`src/rtl/ram_dump_reader.sv`:
```
// ram_dump_reader: sweeps an inclusive, wrapping address range over both RAM read ports
// and streams the words in address order on a valid/ready interface.
module ram_dump_reader #(
  parameter int WIDTH      = 32,
  parameter int AW         = 8,
  parameter int RD_LAT     = 1,
  parameter int FIFO_DEPTH = 8
) (
  input  logic             clk,
  input  logic             rst_n,
  input  logic             start,
  input  logic [AW-1:0]    first_addr,
  input  logic [AW-1:0]    last_addr,
  output logic             busy,
  output logic             done,
  output logic [AW-1:0]    addr0,
  output logic [AW-1:0]    addr1,
  output logic             wr,
  input  logic [WIDTH-1:0] r_out0,
  input  logic [WIDTH-1:0] r_out1,
  output logic [WIDTH-1:0] dout,
  output logic             dout_valid,
  input  logic             dout_ready
);
  localparam int PW = $clog2(FIFO_DEPTH);
  localparam int CW = PW + 2;
  typedef enum logic [1:0] {IDLE, ISSUE, DRAIN} state_t;
  state_t state_q, state_d;
  logic [AW-1:0] cur_q, cur_d, a0_q, a1_q, span;
  logic [AW:0] rem_q, rem_d;
  logic [WIDTH-1:0] mem [FIFO_DEPTH];
  logic [PW-1:0] wp_q, rp_q;
  logic [CW-1:0] cnt_q, fl;
  logic iss, disc, out_v, out_d, stg_empty, push1, pop, last;

  assign span       = last_addr - first_addr;
  assign disc       = rem_q == (AW+1)'(1);
  // Words still in the read pipeline are counted against free space so the FIFO can never overflow.
  assign iss        = state_q == ISSUE && cnt_q + fl + CW'(2) <= CW'(FIFO_DEPTH);
  assign push1      = out_v & ~out_d;
  assign dout_valid = cnt_q != '0;
  assign dout       = dout_valid ? mem[rp_q] : '0;
  assign pop        = dout_valid & dout_ready;
  assign last       = state_q == DRAIN && stg_empty && cnt_q == CW'(1) && pop;
  assign done       = last;
  assign busy       = state_q != IDLE;
  assign wr         = 1'b0;
  assign addr0      = iss ? cur_q : a0_q;
  assign addr1      = iss ? cur_q + AW'(1) : a1_q;

  generate
    if (RD_LAT == 1) begin : g_comb
      assign out_v     = iss;
      assign out_d     = disc;
      assign fl        = '0;
      assign stg_empty = 1'b1;
    end else begin : g_pipe
      logic [RD_LAT-2:0] v_q, d_q;
      always_ff @(posedge clk or negedge rst_n)
        if (!rst_n) begin
          v_q <= '0;
          d_q <= '0;
        end else begin
          v_q <= (v_q << 1) | (RD_LAT-1)'(iss);
          d_q <= (d_q << 1) | (RD_LAT-1)'(iss & disc);
        end
      always_comb begin
        fl = '0;
        for (int k = 0; k < RD_LAT - 1; k++)
          fl = fl + (v_q[k] ? (d_q[k] ? CW'(1) : CW'(2)) : CW'(0));
      end
      assign out_v     = v_q[RD_LAT-2];
      assign out_d     = d_q[RD_LAT-2];
      assign stg_empty = v_q == '0;
    end
  endgenerate

  always_comb begin
    state_d = state_q;
    cur_d   = cur_q;
    rem_d   = rem_q;
    if (state_q == IDLE && start) begin
      state_d = ISSUE;
      cur_d   = first_addr;
      rem_d   = {1'b0, span} + (AW+1)'(1);
    end
    if (iss) begin
      cur_d   = cur_q + AW'(2);
      rem_d   = rem_q - (disc ? (AW+1)'(1) : (AW+1)'(2));
      state_d = rem_d == '0 ? DRAIN : ISSUE;
    end
    if (last) state_d = IDLE;
  end

  always_ff @(posedge clk or negedge rst_n)
    if (!rst_n) begin
      state_q <= IDLE;
      cur_q   <= '0;
      rem_q   <= '0;
      a0_q    <= '0;
      a1_q    <= '0;
      wp_q    <= '0;
      rp_q    <= '0;
      cnt_q   <= '0;
    end else begin
      state_q <= state_d;
      cur_q   <= cur_d;
      rem_q   <= rem_d;
      a0_q    <= addr0;
      a1_q    <= addr1;
      wp_q    <= wp_q + PW'(out_v) + PW'(push1);
      rp_q    <= rp_q + PW'(pop);
      cnt_q   <= cnt_q + CW'(out_v) + CW'(push1) - CW'(pop);
    end

  always_ff @(posedge clk) begin
    if (out_v) mem[wp_q] <= r_out0;
    if (push1) mem[wp_q + PW'(1)] <= r_out1;
  end

  always_ff @(posedge clk)
    if (rst_n) assert (cnt_q + CW'(out_v) + CW'(push1) <= CW'(FIFO_DEPTH));
endmodule

```
`config.mk`:
```
export PLATFORM = sky130hd
export DESIGN_NAME = ram_dump_reader
export DESIGN_NICKNAME = d
export VERILOG_FILES = /design/src/rtl/ram_dump_reader.sv
export SDC_FILE = /design/constraint.sdc
export NUM_CORES = 1
export LEC_CHECK = 0
export BUFFER_PORTS_ARGS = -buffer_cell sky130_fd_sc_hd__buf_2
export CORE_UTILIZATION = 40
export CTS_CLUSTER_SIZE = 28
export DETAILED_ROUTE_END_ITERATION = 6
export MAX_ROUTING_LAYER = met4
export PLACE_DENSITY = 0.59
export SYNTH_ARGS = -nofsm -noshare
export SYNTH_HDL_FRONTEND = slang
export SYNTH_SLANG_ARGS = --single-unit
```
`constraint.sdc`:
```
create_clock -name clk -period 4.2 [get_ports clk]
set_clock_uncertainty 0.05 [all_clocks]
set_input_delay 0.21 -clock clk [delete_from_list [all_inputs] [get_ports clk]]
set_output_delay 0.21 -clock clk [all_outputs]
set_load 0.01 [all_outputs]
```
---- Yosys cells after proc, flatten, opt, wreduce, memory -nomap -nowiden ----
Memory sizes are Yosys's and may differ from the RTL's.
Cells that the tools add are included.
word-level totals
  logic and storage cells ................. 56
  output and inout bits ................... 52
  bits in writable memories ............... 256
  register bits ........................... 46
  bits of input ports ..................... 84
  memories kept ........................... 1
cells by class
  equality and inequality tests ........... 4
  add/sub/neg operators ................... 13
  bitwise operators ....................... 3
  magnitude comparators ................... 1
  muxes and demuxes ....................... 16
  reduce and logical (&&, ||, !) cells .... 10
memories
  name  depth  bits a word  read ports  clocked after Yosys merged registers in  write ports  line  source
  mem   8      32           1           0                                        2            31    logic [WIDTH-1:0] mem [FIFO_DEPTH];
operators by type and width
  kind                                                            count
  two-way mux 32 bit                                              1
  two-way mux 8 bit                                               4
  two-way mux 9 bit                                               2
  adder 5 x 1 -> 5 bit                                            2
  two-way mux 2 bit                                               5
  adder 3 x 1 -> 3 bit                                            3
  adder 8 x 1 -> 9 bit, second input constant                     1
  equality test 9 x 1 -> 1 bit, second input constant             1
  logical NOT 9 bit                                               1
  subtractor 9 x 2 -> 9 bit                                       1
  adder 8 x 1 -> 8 bit, second input constant                     1
  adder 8 x 2 -> 8 bit, second input constant                     1
  subtractor 8 bit                                                1
  adder 5 x 2 -> 5 bit, second input constant                     1
  equality test 5 x 1 -> 1 bit, second input constant             1
  less-or-equal comparator 5 x 4 -> 1 bit, second input constant  1
  nonzero test 5 bit                                              1
  subtractor 5 x 1 -> 5 bit                                       1
  logical AND 1 bit                                               4
  two-way mux 1 bit                                               4
  nonzero test 2 bit                                              2
  adder 3 x 1 -> 3 bit, second input constant                     1
  nonzero test 3 bit                                              1
  bitwise AND 1 bit                                               2
  other kinds (4)                                                 4

---- Longest topological paths before layout ----
  depth in word-level cells ............... 7
  depth in mapped cells ................... 17
  depth with buffers taken out ............ 14

---- Worst setup path after synthesis ----
OpenSTA, ideal clock, no wires.
  path kind ............................... register to register
  from .................................... register cnt_q[2]
  to ...................................... memory mem[1][0] (enable)
  library setup time ...................... 421 ps
  arrival time ............................ 3468 ps
  stages on the path, launching flop included .. 11
  path slack .............................. 261 ps
  required time ........................... 3729 ps
  buffers on the path ..................... 3
  path through ............................ dfrtp_1 > inv_1 > ha_1 > nand2_1 > o21ai_1 > and4_1 > buf_2 > clkinv_1 > clkbuf_1 > buf_1 > nor2_1
RTL lines
  element                 line  source
  start, declared         33    logic [CW-1:0] cnt_q, fl;
  start signal, assigned  113   cnt_q <= cnt_q + CW'(out_v) + CW'(push1) - CW'(pop);
  end, declared           31

---- Final worst setup path ----
  from .................................... register rem_q[4]
  to ...................................... register state_q[1]
between the ends
  word-level cells in the longest chain between the ends .. 7
ends and longest elaborated chain
  element                        line  source
  start, declared                30    logic [AW:0] rem_q, rem_d;
  start signal, assigned         108   rem_q <= rem_d;
  equality test 9 x 1 -> 1 bit   37    assign disc = rem_q == (AW+1)'(1);
  two-way mux 2 bit              89    rem_d = rem_q - (disc ? (AW+1)'(1) : (AW+1)'(2));
  subtractor 9 x 2 -> 9 bit (*)  89
  logical NOT 9 bit (*)          90    state_d = rem_d == '0 ? DRAIN : ISSUE;
  two-way mux 2 bit (*)          90
  two-way mux 2 bit (*)          87    if (iss) begin
  two-way mux 2 bit (*)          92    if (last) state_d = IDLE;
  end signal, assigned           106   state_q <= state_d;
  end, declared                  28    state_t state_q, state_d;
Every way passes the cells marked *; elsewhere a longest branch is shown, timed or not.
A chain may end at the register's enable or synchronous reset.

==> flow_summary.toml <==
[synthesis]
async_flop_share = 0.1523
seq_area_frac_synth = 0.5437
syn_avg_cell_area_sq_um = 15.31
synth_edf_count = 256
synth_top_area_share = 0.4729
ys_ff_latch = 302
synth_common_cells = "256 x edfxtp_1, 168 x mux2_2, 69 x nor2_1, 65 x nand2_1, 64 x mux4_2"
yosysMostFrequentCell = "edfxtp_1"
synth_ff_type = "edfxtp_1"
synth_cell_type_count = 60
synth_area_sq_um = 16260
synth_area_leaders = "edfxtp_1 47%, mux2_2 12%, mux4_2 8.9%"
netlist_instances = 1062
yosysWarnings = 0
syn_nets = 1174
synth_top_cell_by_area = "edfxtp_1"

[drt]
via_per_inst = 5.409
via_count = 9622
drt_pass1_iterations = 5
antenna_left = 0
drtIter0Drc = 520
drt_wl_total_mm = 40.95
drc = 0
wl_per_cell_microns = 23.02

[critical_path]
rrSetupSlack_ps = 460
rr_startpoint = "rem_q[4]"
critPathArrivalTime_ps = 4130
crit_top_cell = "or4_1"
crit_slowest_cell = "or4_4"
critPathRequiredTime_ps = 4600
cp_max_fo = 7
worst_setup_path_start_kind = "flip-flop"
cp_cell_sequence = "or4_1 -> or4_4 -> clkinv_4 -> ha_1 -> a21o_1 -> or3_1 -> nor3_1 -> xor2_1 -> or4_1 -> a21oi_1"
setup.worst_path.class = "flip-flop to flip-flop"
reg2reg_to = "state_q[1]"
worstSetupEndpointType = "flip-flop"
critPathMaxStageDelay_ps = 610
worst_r2r_path_depth = 10

[finish]
drive_above_1_share = 0.4256
syn_to_final_growth_pct = 16.26
finalNetCount = 1335

[pwr]
p_sw_uw = 3841
p_clk_frac = 0.266
peakVddDrop_uv = 432.3
p_seq_frac = 0.376
power.leakage_uw = 0.006989
powerDensity_nw_per_um2 = 594.0
p_comb_frac = 0.358
p_int_uw = 7386
sw_frac_of_total = 0.3421

[global_routing]
grt_first_pass_wirelength_mm = 62.10
grt_overflow = 0
grt_pass1_vias = 9961
grt_max_degree = 53
antenna_found_initial = 3
grt_usage = 0.2073

[clocking]
clkLatencyLatePin_ps = 540
root_buffer = "clkbuf_16"
cts_setup_buffers = 0
cts_tree = "built"
htreeDepth = 2
clk_pin_slew_ps = 60
cts_sinks = 302
cts_max_path_buffers = 3
cts_inserted_buffers = 35

[timing]
finalMaxSlewViolations = 0
setup_viol = 0
post-route-min-period_ps = 3736
tns_ps = 0
fin_crit_sh = 0.8895
hold_viol_final = 0
whs_ps = 26.05
slew_headroom = 0.2913
grt_setup_unrepaired = "no"
fmax_mhz = 267.7
worst_pin_slew_ps = 1063

[place]
port_buffers = 134
post-dp-hpwl_mm = 23.45
routabilityCongestion = 0.7921

[floorplanning]
rows = 73
coreArea_sq_um = 39910
io_pins = 136
die_area_sq_um = 41450
die_y_microns = 203.6
die_x_microns = 203.6
start_util = 0.4073

[flow_run]
drv_cap = 0

[min_path]
hp-start = "r_out1[8]"
hold_depth = 2
hold_path.class = "input port to flip-flop"
whs_endpoint = "mem[1][8]"

[status]
status = "completed"
==> layout by cell type (no fill, tap or decap), types with 12 or more instances in the layout <==
master and instances:
buf_2 134, o21ai_0 18, mux2_1 28, edfxtp_1 256
nor2_1 60, clkbuf_1 12, mux2_2 168, ha_1 23
inv_1 27, mux2_4 60, mux2i_1 33, xnor2_1 12
dfrtp_1 43, mux4_2 64, clkbuf_16 35, xor2_1 21
nand2_1 65, dlygate4sd3_1 28, buf_4 21, a21oi_1 18
==> area by class of cell <==
| class | instances | area [sq um] |
|---|---|---|
| inverter | 29 | 113.9 |
| sequential | 302 | 8845 |
| fill | 3489 | 21020 |
| multi-input combinational | 667 | 6960 |
| antenna | 4 | 10.01 |
| clock buffer | 49 | 948.4 |
| timing repair buffer | 188 | 1209 |
| clock inverter | 15 | 156.4 |
| tap | 525 | 656.9 |
==> worst max-delay path by stage <==
| stage | start | endpoint | slack (ps) | cells after the start |
|---|---|---|---|---|
| 2_1_floorplan | cnt_q[2] | mem[1][0] | 260 | 10 |
| 3_3_place_gp | rem_q[4] | state_q[0] | 570 | 10 |
| 3_5_place_dp | rem_q[4] | state_q[1] | 490 | 10 |
| 4_1_cts | cnt_q[2] | mem[6][10] | 440 | 9 |
| 5_1_grt | cnt_q[2] | mem[6][1] | 220 | 9 |
| 6_report | rem_q[4] | state_q[1] | 460 | 10 |
==> state kept, by name (all words and copies together) (netlist names) <==
name     cells
cnt_q        5
mem        256
rem_q        9
cur_q        8
a1_q         8
rp_q         3
wp_q         3
state_q      2
a0_q         8
==> worst max-delay path, delay by kind of cell (launching register included) <==
family,cells,cell delay [ps]
XOR/XNOR,1,110
buffers and inverters,1,100
adder cells (fa/ha/maj),1,220
flip-flops,1,420
AND/OR/NAND/NOR,5,2410
AO/OA/AOI/OAI,2,350
==> per-stage QoR <==
stage	utilization	instance area, sq um	worst slack, ps	power (uW)	instances
2_1_floorplan	-	16260	261.0	6933	1062
3_3_place_gp	0.4385	17500	570.5	8280	1683
3_5_place_dp	0.4385	17500	487.2	8331	1683
4_1_cts	0.4732	18890	442.3	11390	1775
5_1_grt	0.4734	18900	215.7	11860	1778
6_report	0.4735	18900	464.1	11230	1779
==> per-layer routing <==
metal,vias up,global-route usage,share of wire
met5,-,-,0
met4,0,0.05263,0.017
met3,52,0.03420,0.047
met2,219,0.3309,0.48
met1,4936,0.2751,0.45
li1,4415,-,-
==> what timing repair did <==
action,CTS,global route
gates resized for setup,0,0
endpoints found under the hold margin,72,0
hold buffers,28,0
setup endpoints to repair,0,0
==> power by group through the flow <==
stage | Combinational, uW | Sequential, uW | Clock, uW
detailed placement | 4040 | 4290 | 0
global placement | 4010 | 4270 | 0
CTS | 4090 | 4230 | 3070
finish | 4020 | 4220 | 2990
floorplan | 2960 | 3970 | 0
global route | 4400 | 4290 | 3170
==> kinds of logic after synthesis <==
kind of cell    after synthesis  synth area share
other cells                   1         0.0002307
simple gates                188           0.05642
compound gates               64           0.02478
xor+xnor                     33           0.01778
flops                       302            0.5437
fa+ha+maj                    28           0.02386
mux                         353            0.3002
buf+inv                      93           0.03302
Note: power is estimated with default switching activity, not from simulation.
